File: src/rtl/accumulator_ctrl.sv
// Streaming accumulator: sums a packet of 32-bit terms through a ripple adder and
// hands out total, count and sticky overflow. Define ACC_SATURATE_EN to clamp at max.

module adder (
    input  logic [31:0] a,
    input  logic [31:0] b,
    output logic [31:0] sum
);
    logic [31:0] carry;

    always_comb begin
        carry = '0;
        for (int i = 0; i < 31; i++) begin
            carry[i+1] = (a[i] & b[i]) | (carry[i] & (a[i] ^ b[i]));
        end
        sum = a ^ b ^ carry;
    end
endmodule

// state | meaning
// ACC   | accepting terms, in_ready high
// DONE  | holding packet result, out_valid high
module accumulator_ctrl #(
    parameter int COUNT_W = 8
) (
    input  logic               clk,
    input  logic               rst_n,
    input  logic               in_valid,
    output logic               in_ready,
    input  logic [31:0]        in_data,
    input  logic               in_last,
    output logic               out_valid,
    input  logic               out_ready,
    output logic [31:0]        out_sum,
    output logic [COUNT_W-1:0] out_count,
    output logic               out_ovf
);
    typedef enum logic {S_ACC, S_DONE} state_t;

    state_t               state_q, state_d;
    logic [31:0]          acc_q, acc_d;
    logic [COUNT_W-1:0]   cnt_q, cnt_d;
    logic                 ovf_q, ovf_d;
    logic [31:0]          sum;
    logic                 carry_out;

    adder u_adder (
        .a   (acc_q),
        .b   (in_data),
        .sum (sum)
    );

    // The adder has no carry-out; a wrapped sum is always smaller than acc.
    assign carry_out = (sum < acc_q);

    always_ff @(posedge clk or negedge rst_n) begin
        if (!rst_n) begin
            state_q <= S_ACC;
            acc_q   <= '0;
            cnt_q   <= '0;
            ovf_q   <= 1'b0;
        end else begin
            state_q <= state_d;
            acc_q   <= acc_d;
            cnt_q   <= cnt_d;
            ovf_q   <= ovf_d;
        end
    end

    always_comb begin
        state_d   = state_q;
        acc_d     = acc_q;
        cnt_d     = cnt_q;
        ovf_d     = ovf_q;
        in_ready  = 1'b0;
        out_valid = 1'b0;

        unique case (state_q)
            S_ACC: begin
                in_ready = 1'b1;
                if (in_valid) begin
`ifdef ACC_SATURATE_EN
                    acc_d = carry_out ? 32'hFFFF_FFFF : sum;
`else
                    acc_d = sum;
`endif
                    if (cnt_q != {COUNT_W{1'b1}}) begin
                        cnt_d = cnt_q + COUNT_W'(1);
                    end
                    ovf_d = ovf_q | carry_out;
                    if (in_last) begin
                        state_d = S_DONE;
                    end
                end
            end
            S_DONE: begin
                out_valid = 1'b1;
                if (out_ready) begin
                    acc_d   = '0;
                    cnt_d   = '0;
                    ovf_d   = 1'b0;
                    state_d = S_ACC;
                end
            end
            default: state_d = S_ACC;
        endcase
    end

    assign out_sum   = acc_q;
    assign out_count = cnt_q;
    assign out_ovf   = ovf_q;
endmodule

File: config.mk
export PLATFORM = sky130hd
export DESIGN_NAME = accumulator_ctrl
export DESIGN_NICKNAME = d
export VERILOG_FILES = /design/src/rtl/accumulator_ctrl.sv
export SDC_FILE = /design/constraint.sdc
export NUM_CORES = 1
export LEC_CHECK = 0
export BUFFER_PORTS_ARGS = -buffer_cell sky130_fd_sc_hd__buf_2
export CAP_MARGIN = 5
export CORE_UTILIZATION = 47
export DETAILED_ROUTE_END_ITERATION = 7
export GPL_TIMING_DRIVEN = 1
export PLACE_DENSITY = 0.72
export SLEW_MARGIN = 20
export SYNTH_ARGS = -nofsm -noshare
export SYNTH_HDL_FRONTEND = slang
export SYNTH_SLANG_ARGS = --single-unit
File: constraint.sdc
create_clock -name clk -period 15.1 [get_ports clk]
set_clock_uncertainty 0.15 [all_clocks]
set_input_delay 1.51 -clock clk [delete_from_list [all_inputs] [get_ports clk]]
set_output_delay 1.51 -clock clk [all_outputs]
set_load 0.03 [all_outputs]
**Yosys cells after proc, flatten, opt, wreduce, memory -nomap -nowiden**

Index checks and enable logic that the tools add are counted.

- Mux-type cells: 16
- Add/sub/neg operators: 1
- Reductions and logical operators: 2
- Equal/unequal tests: 4
- Bitwise logic cells: 125
- $lt $le $gt $ge: 1

Operator list:

| operator | count |
|---|---|
| $mux 32 | 2 |
| $pmux 32 s2 | 1 |
| $xor 32x32->32 | 2 |
| $and 1x1->1 | 61 |
| $lt 32x32->1 | 1 |
| $or 1x1->1 | 31 |
| $xor 1x1->1 | 30 |
| $mux 8 | 3 |
| $pmux 8 s2 | 1 |
| $add 8x1->8 const B | 1 |
| $ne 8x8->1 const B | 1 |
| $mux 1 | 7 |
| $ne 2x2->1 const B | 3 |
| $pmux 1 s2 | 2 |
| $reduce_and 3->1 | 1 |
| $reduce_and 2->1 | 1 |
| $not 1->1 | 1 |

- Word-level logic and storage cells: 153
- Register bits after elaboration: 42

**Depth between registers and ports, before layout**

Gate-level depths: netlist of the first run.

- Depth in word-level cells: 66
- Depth in mapped cells: 42
- Depth with buffers taken out: 42

**Modules after synthesis**

Synthesis of the first run repeated with hierarchy kept, for this count alone.

- Cells, all modules: 273
- Area, all modules: 3047.9 µm²

By module, submodules not included:

| module | area an instance (µm²) | sequential area each (µm²) | instances | cells each |
|---|---|---|---|---|
| accumulator_ctrl | 2392.3 | 1051.0 | 1 | 236 |
| adder | 655.6 | 0.0 | 1 | 37 |

**Least setup slack after synthesis of the first run**

Ideal clock, no wire load.

- Kind: input -> register
- Start point: input port in_data[0]
- End point: register ovf_q (netlist: out_ovf)
- Arrival: 14021 ps
- Library setup time: 125 ps
- Required time: 14825 ps
- Cell stages on the path: 42
- Slack: 804 ps
- Path through: ha_1 > inv_1 > fa_1 > fa_1 > fa_1 > fa_1 > fa_1 > fa_1 > fa_1 > fa_1 > fa_1 > fa_1 > fa_1 > fa_1 > fa_1 > fa_1 > fa_1 > fa_1 > [... 6 more ...] > fa_1 > fa_1 > fa_1 > fa_1 > fa_1 > fa_1 > inv_1 > fa_1 > inv_1 > fa_1 > xnor2_1 > xnor2_1 > ha_1 > nand4_1 > nor2_1 > nand4_1 > a21oi_1 > o21ai_1

- Longest elaborated chain between the ends: 66
- Elaborated cells on any way between the ends: 67
- Those cells by class: 1 x order compare; 2 x mux; 64 x bitwise

RTL lines:

| item | RTL line | text |
|---|---|---|
| from (decl) | 30 | `input logic [31:0] in_data,` |
| $and 1x1->1 (2 in series) | 14 | `carry[i+1] = (a[i] & b[i]) \| (carry[i] & (a[i] ^ b[i]));` |
| $or 1x1->1 | 14 |  |
| $and 1x1->1 | 14 |  |
| $or 1x1->1 | 14 |  |
| $and 1x1->1 | 14 |  |
| $or 1x1->1 | 14 |  |
| $and 1x1->1 | 14 |  |
| $or 1x1->1 | 14 |  |
| [... 49 more ...] | - |  |
| $or 1x1->1 | 14 |  |
| $and 1x1->1 | 14 |  |
| $or 1x1->1 | 14 |  |
| $xor 32x32->32 (*) | 16 | `sum = a ^ b ^ carry;` |
| $lt 32x32->1 (*) | 54 | `assign carry_out = (sum < acc_q);` |
| $or 1x1->1 (*) | 90 | `ovf_d = ovf_q \| carry_out;` |
| $mux 1 (*) | 81 | `if (in_valid) begin` |
| $pmux 1 s2 (*) | 78 | `unique case (state_q)` |
| to (signal assigned) | 66 | `ovf_q <= ovf_d;` |
| to (decl) | 43 | `logic ovf_q, ovf_d;` |

Every way passes the cells marked *; elsewhere a longest branch is shown, timed or not. The select of a mux whose other input is x is not followed.
A chain may end at the register's enable or synchronous reset.

**Worst setup path after layout of the first run**

Same ends and word-level chain as after synthesis.

==> impl_metrics.py, run 1 <==
metrics = {
    "route": {
        "totalWireLength_um": 6680,
        "dr_total_vias": 2537,
        "drt_iter0_markers": 106,
        "drt_pass1_iterations": 6,
        "drc": 0,
        "antenna_left": 0,
        "vias_per_cell": 4.99,
        "wl_per_cell_um": 13.1,
    },
    "flow_run": {
        "cap_violations": 0,
    },
    "setup_path": {
        "critPathTopFamily": "adder cells",
        "crit_top_cell": "fa_1",
        "path_class": "in2reg",
        "timing.critical_path.depth": 42,
        "ff2ff_path_depth": 41,
        "cp_max_fo": 3,
        "path_buf_inv": 5,
        "critical_path.slowest_cell": "fa_1",
        "critPathLaunchType": "input pin",
        "end_kind": "register",
        "worstPathArrival_ps": 14680,
        "cp.required_ps": 15190,
        "max_stage_delay_ps": 500,
    },
    "power": {
        "finalPower_uw": 890,
        "p_per_area_mw_per_mm2": 236,
        "p_leak_nw": 2.05,
        "ir_drop_v": 0.000110,
    },
    "placed_design": {
        "gp_congestion": 0.810,
        "placed_area_mm2": 0.00368,
        "io_buffers": 79,
        "dp_hpwl_um": 5240,
        "dp_slack_ps": 108,
    },
    "timing": {
        "fin_crit_sh": 0.966,
        "fmax_mhz": 68.5,
        "setup_tns_ps": 0,
        "worst_slew_pin_slew_ps": 973,
        "hold_violations": 0,
        "rsz0062_at_grt": "false",
        "max_slew_margin": 0.351,
        "fin_crit_ps": 14590,
        "setup_viol": 0,
        "setup_ws_ps": 510,
        "slew_violations": 0,
    },
    "floorplanning": {
        "die_area_mm2": 0.00716,
        "dieWidth_um": 84.6,
        "rows": 29,
        "pin_count": 80,
        "core_mm2": 0.00646,
        "die_h_um": 84.6,
        "start_util": 0.497,
    },
    "global_route": {
        "grt_max_degree": 43,
        "grt_first_pass_wirelength_um": 11800,
        "grt_overflow": 0,
        "antenna_found_initial": 0,
        "grt.total_usage": 0.208,
        "grt_pass1_vias": 2657,
    },
    "logic_synthesis": {
        "synthDistinctLibCells": 30,
        "syn_avg_cell_area_um2": 9.17,
        "yosysSeqAreaShare": 0.328,
        "synth-edff-count": 0,
        "syn_inst": 350,
        "netlist_area_mm2": 0.00321,
        "syn_nets": 449,
        "yosys_warnings": 0,
        "synth_ff_type": "dfrtp_1",
        "async_flop_share": 1.00,
        "synth_seq_cells": 42,
    },
    "clock_tree": {
        "clk_pin_slew_ps": 90,
        "clock_latency_ps": 300,
        "cts_sinks": 42,
        "cts_buffers": 5,
        "htreeDepth": 2,
        "cts_max_path_buffers": 2,
        "root_buffer": "clkbuf_8",
        "cts_tree": "yes",
        "post_cts_buffers": 0,
    },
    "layout": {
        "area_growth_syn_to_layout_pct": 17.7,
        "num-fill-cells": 568,
        "antenna-diode-count": 0,
        "nets": 529,
        "final_layout_size_suffix_gt1_frac": 0.223,
        "final_core_util": 0.585,
        "fin_area_mm2": 0.00378,
    },
    "run_status": {
        "status": "completed",
    },
    "min_path": {
        "holdCritPathClass": "reg2reg",
        "holdPathStages": 2,
    },
}
what timing repair did:
item	4_1_cts	5_1_grt
setup endpoints to repair	0	1
hold buffers	0	0
resized for setup	0	2
endpoints found under the hold margin	0	0
stage by stage:
step / cells / hold WS (ps)
2_1_floorplan: 350 / 501
3_3_place_gp: 500 / 333
3_5_place_dp: 500 / 326
4_1_cts: 508 / 349
5_1_grt: 508 / 397
6_report: 508 / 343
cell usage after synthesis, drive strengths merged (3+ instances only):
cell type  instances  area share
nand2             43       0.050
a211oi             4      0.0094
a21o               3      0.0070
inv               92        0.11
ha                32        0.12
a22o               4       0.011
buf                6      0.0094
a21oi             13       0.020
dfrtp             42        0.33
nand4              5       0.012
o21ai             37       0.059
nand3              5      0.0078
o2111ai            3      0.0082
xor2               3      0.0082
xnor2              5       0.014
nor2              14       0.016
fa                30        0.19
cell usage in the layout (no fill, tap or decap), types with 2 or more instances in the layout:
| cell type | instances |
|---|---|
| a211oi_1 | 4 |
| a21o_1 | 3 |
| a21oi_1 | 13 |
| a22o_1 | 4 |
| buf_2 | 79 |
| clkbuf_8 | 5 |
| clkinvlp_4 | 2 |
| dfrtp_1 | 42 |
| fa_1 | 29 |
| ha_1 | 32 |
| inv_1 | 91 |
| nand2_1 | 42 |
| nand3_1 | 5 |
| nand4_1 | 4 |
| nor2_1 | 12 |
| nor2_2 | 2 |
| o2111ai_1 | 3 |
| o21ai_0 | 5 |
| o21ai_1 | 31 |
| xnor2_1 | 5 |
| xor2_1 | 3 |
power breakdown:
group	switching, mW	internal, mW	leakage [nW]	total, mW
combinational	0.379	0.239	1.48	0.618
clock	0.0448	0.0331	0.0408	0.0779
sequential	0.0370	0.157	0.533	0.194
logic make-up after synthesis:
group / share of synthesized area
AND/OR/NAND/NOR: 0.0963
AO/OA/AOI/OAI: 0.124
XOR/XNOR: 0.0218
flip-flops: 0.328
adder cells (fa/ha/maj): 0.312
buffers and inverters: 0.118
registers in the layout, summed over array words and instances (netlist names):
signal and flops:
out_count 8, out_ovf 1, state_q 1, out_sum 32
final cells by class:
| cell class | count | area [um^2] | area share |
|---|---|---|---|
| clock buffers | 5 | 68.8 | 0.0182 |
| clock inverters | 3 | 23.8 | 0.00630 |
| inverters | 92 | 345 | 0.0915 |
| multi-input cells | 209 | 1790 | 0.473 |
| flip-flops and latches | 42 | 1050 | 0.278 |
| well taps | 77 | 96.3 | 0.0255 |
| repair buffers | 80 | 403 | 0.107 |
worst paths after layout:
check	slack (ps)	to	start
max	510	out_ovf$_DFFE_PN0P_	in_data[0]
min	340	out_ovf$_DFFE_PN0P_	out_ovf$_DFFE_PN0P_
max reg2reg	1420	out_ovf$_DFFE_PN0P_	out_sum[0]$_DFFE_PN0P_
min reg2reg	340	out_ovf$_DFFE_PN0P_	out_ovf$_DFFE_PN0P_
max in group asynchronous	12990	out_sum[26]$_DFFE_PN0P_	rst_n
min in group asynchronous	1210	out_sum[10]$_DFFE_PN0P_	rst_n
routing by layer:
| metal | vias up | GRT usage | wire [um] |
|---|---|---|---|
| met5 | - | 0 | 0 |
| met4 | 0 | 0.0724 | 117 |
| met3 | 11 | 0.0344 | 202 |
| met2 | 58 | 0.352 | 3300 |
| met1 | 1206 | 0.273 | 3060 |
| li1 | 1262 | - | - |
worst min-delay path: cells and delay by family, from the launching register on:
kind,cells,cell delay [ps]
and+or+nand+nor,1,50
AOI/OAI and AO/OA,1,60
DFF,1,350
No activity file was read; power rests on OpenSTA's default activity.
==> inputs of run 2 (changes only) <==
- RECOVER_POWER: not set -> 25
==> impl_metrics.py, run 2 (synthesis results as in run 1) <==
metrics = {
    "floorplanning": {
        "pin_count": 80,
        "start_util": 0.497,
        "dieWidth_um": 84.6,
        "rows": 29,
        "die_area_mm2": 0.00716,
        "die_h_um": 84.6,
        "core_mm2": 0.00646,
    },
    "power": {
        "ir_drop_v": 0.000110,
        "pwr-share-clk": 0.088,
        "pwr-share-comb": 0.694,
        "p_int_uw": 429,
        "p_leak_nw": 2.04,
        "seq_power_share": 0.218,
        "switching_power_uw": 461,
        "switching_share": 0.518,
        "p_per_area_mw_per_mm2": 236,
    },
    "placed_design": {
        "io_buffers": 79,
        "gp_congestion": 0.810,
        "dp_slack_ps": 108,
        "dp_hpwl_um": 5240,
    },
    "clock_tree": {
        "cts_max_path_buffers": 2,
        "cts_tree": "yes",
        "root_buffer": "clkbuf_8",
        "cts_buffers": 5,
        "clock_latency_ps": 300,
        "cts_resized": 0,
        "cts_sinks": 42,
        "htreeDepth": 2,
        "ctsHoldBuffers": 0,
        "clk_pin_slew_ps": 90,
        "post_cts_buffers": 0,
    },
    "route": {
        "vias_per_cell": 4.98,
        "antenna_left": 0,
        "drt_pass1_iterations": 6,
        "wl_per_cell_um": 13.2,
        "dr_total_vias": 2531,
        "drt_iter0_markers": 106,
        "totalWireLength_um": 6690,
        "drc": 0,
    },
    "min_path": {
        "min_from": "out_ovf$_DFFE_PN0P_",
        "holdPathStages": 2,
        "holdCritPathClass": "reg2reg",
        "whs_endpoint": "out_ovf$_DFFE_PN0P_",
    },
    "run_status": {
        "status": "finished with violations",
        "violations": "max-capacitance violations, max-slew violations",
    },
    "global_route": {
        "grt_max_degree": 43,
        "grt_overflow": 0,
        "antenna_found_initial": 0,
        "grt.total_usage": 0.208,
        "grt_first_pass_wirelength_um": 11800,
        "grt_pass1_vias": 2657,
    },
    "setup_path": {
        "crit_top_cell": "fa_1",
        "max_stage_delay_ps": 500,
        "reg2reg_from": "out_sum[0]$_DFFE_PN0P_",
        "end_kind": "register",
        "cp.required_ps": 15190,
        "r2r_end": "out_ovf$_DFFE_PN0P_",
        "critical_path.slowest_cell": "fa_1",
        "r2r_slack_ps": 1420,
        "worstPathArrival_ps": 14680,
        "cp_max_fo": 3,
        "path_class": "in2reg",
        "ff2ff_path_depth": 41,
        "critPathLaunchType": "input pin",
    },
    "timing": {
        "fmax_mhz": 68.5,
        "max_slew_margin": -0.560,
        "fin_crit_ps": 14590,
        "setup_tns_ps": 0,
        "setup_viol": 0,
        "setup_ws_ps": 510,
        "rsz0062_at_grt": "false",
        "slew_violations": 43,
        "fin_crit_sh": 0.966,
        "hold_violations": 0,
        "worst_slew_pin_slew_ps": 2340,
        "worst_hold_slack_ps": 343,
    },
    "layout": {
        "antenna-diode-count": 0,
        "area_growth_syn_to_layout_pct": 17.4,
        "nets": 529,
        "mostFrequentLayoutCells": "inv_1 (91), buf_2 (78), nand2_1 (42), dfrtp_1 (42), ha_1 (32)",
        "final_layout_size_suffix_gt1_frac": 0.218,
        "largest_reg_flops": 32,
        "layout_commonest_cell": "inv_1",
    },
    "flow_run": {
        "cap_violations": 1,
    },
}
-- run 2: cell types whose count changed in the layout (fill, tap and decap cells not counted), sizes merged --
cell    before  now
buf         80   79
clkbuf       5    6
-- run 2: metal layers --
| layer | GRT usage | routed length (um) |
|---|---|---|
| met5 | 0 | 0 |
| met4 | 0.0724 | 117 |
| met3 | 0.0344 | 193 |
| met2 | 0.352 | 3310 |
| met1 | 0.273 | 3070 |
-- run 2: worst max path at each step --
stage / startpoint / to / slack [ps] / cells after the start
after floorplan: in_data[0] / out_ovf$_DFFE_PN0P_ / 800 / 42
after global placement: in_data[0] / out_ovf$_DFFE_PN0P_ / 400 / 43
after detailed placement: in_data[0] / out_ovf$_DFFE_PN0P_ / 110 / 43
after CTS: in_data[0] / out_ovf$_DFFE_PN0P_ / 450 / 43
after global routing: in_data[0] / out_ovf$_DFFE_PN0P_ / 20 / 42
final: in_data[0] / out_ovf$_DFFE_PN0P_ / 510 / 42
-- run 2: cell type report --
cell class | instances | area [um^2]
repair buffers | 80 | 402
fillers | 571 | 2690
clock buffers | 5 | 68.8
inverters | 92 | 345
clock inverters | 3 | 23.8
multi-input cells | 209 | 1780
flip-flops and latches | 42 | 1050
well taps | 77 | 96.3
-- run 2: power by group through the flow --
stage	Clock [mW]	Combinational, mW	Sequential (mW)
final	0.0779	0.618	0.194
after global routing	0.0845	0.706	0.202
after CTS	0.0805	0.618	0.195
after detailed placement	0	0.608	0.197
after global placement	0	0.586	0.196
after floorplan	0	0.365	0.281
-- run 2: worst max-delay path: cells and delay by family --
kind            cells  cell delay [ps]
fa+ha+maj          32            12070
compound gates      4              710
buf+inv             5              310
simple gates        1               80
-- run 2: through the flow --
step	area, um^2	total power [mW]	util	cells
after global routing	3770	0.992	0.583	508
after floorplan	3210	0.646	-	350
final	3770	0.890	0.583	508
after CTS	3770	0.893	0.584	508
after global placement	3680	0.782	0.569	500
after detailed placement	3680	0.805	0.570	500
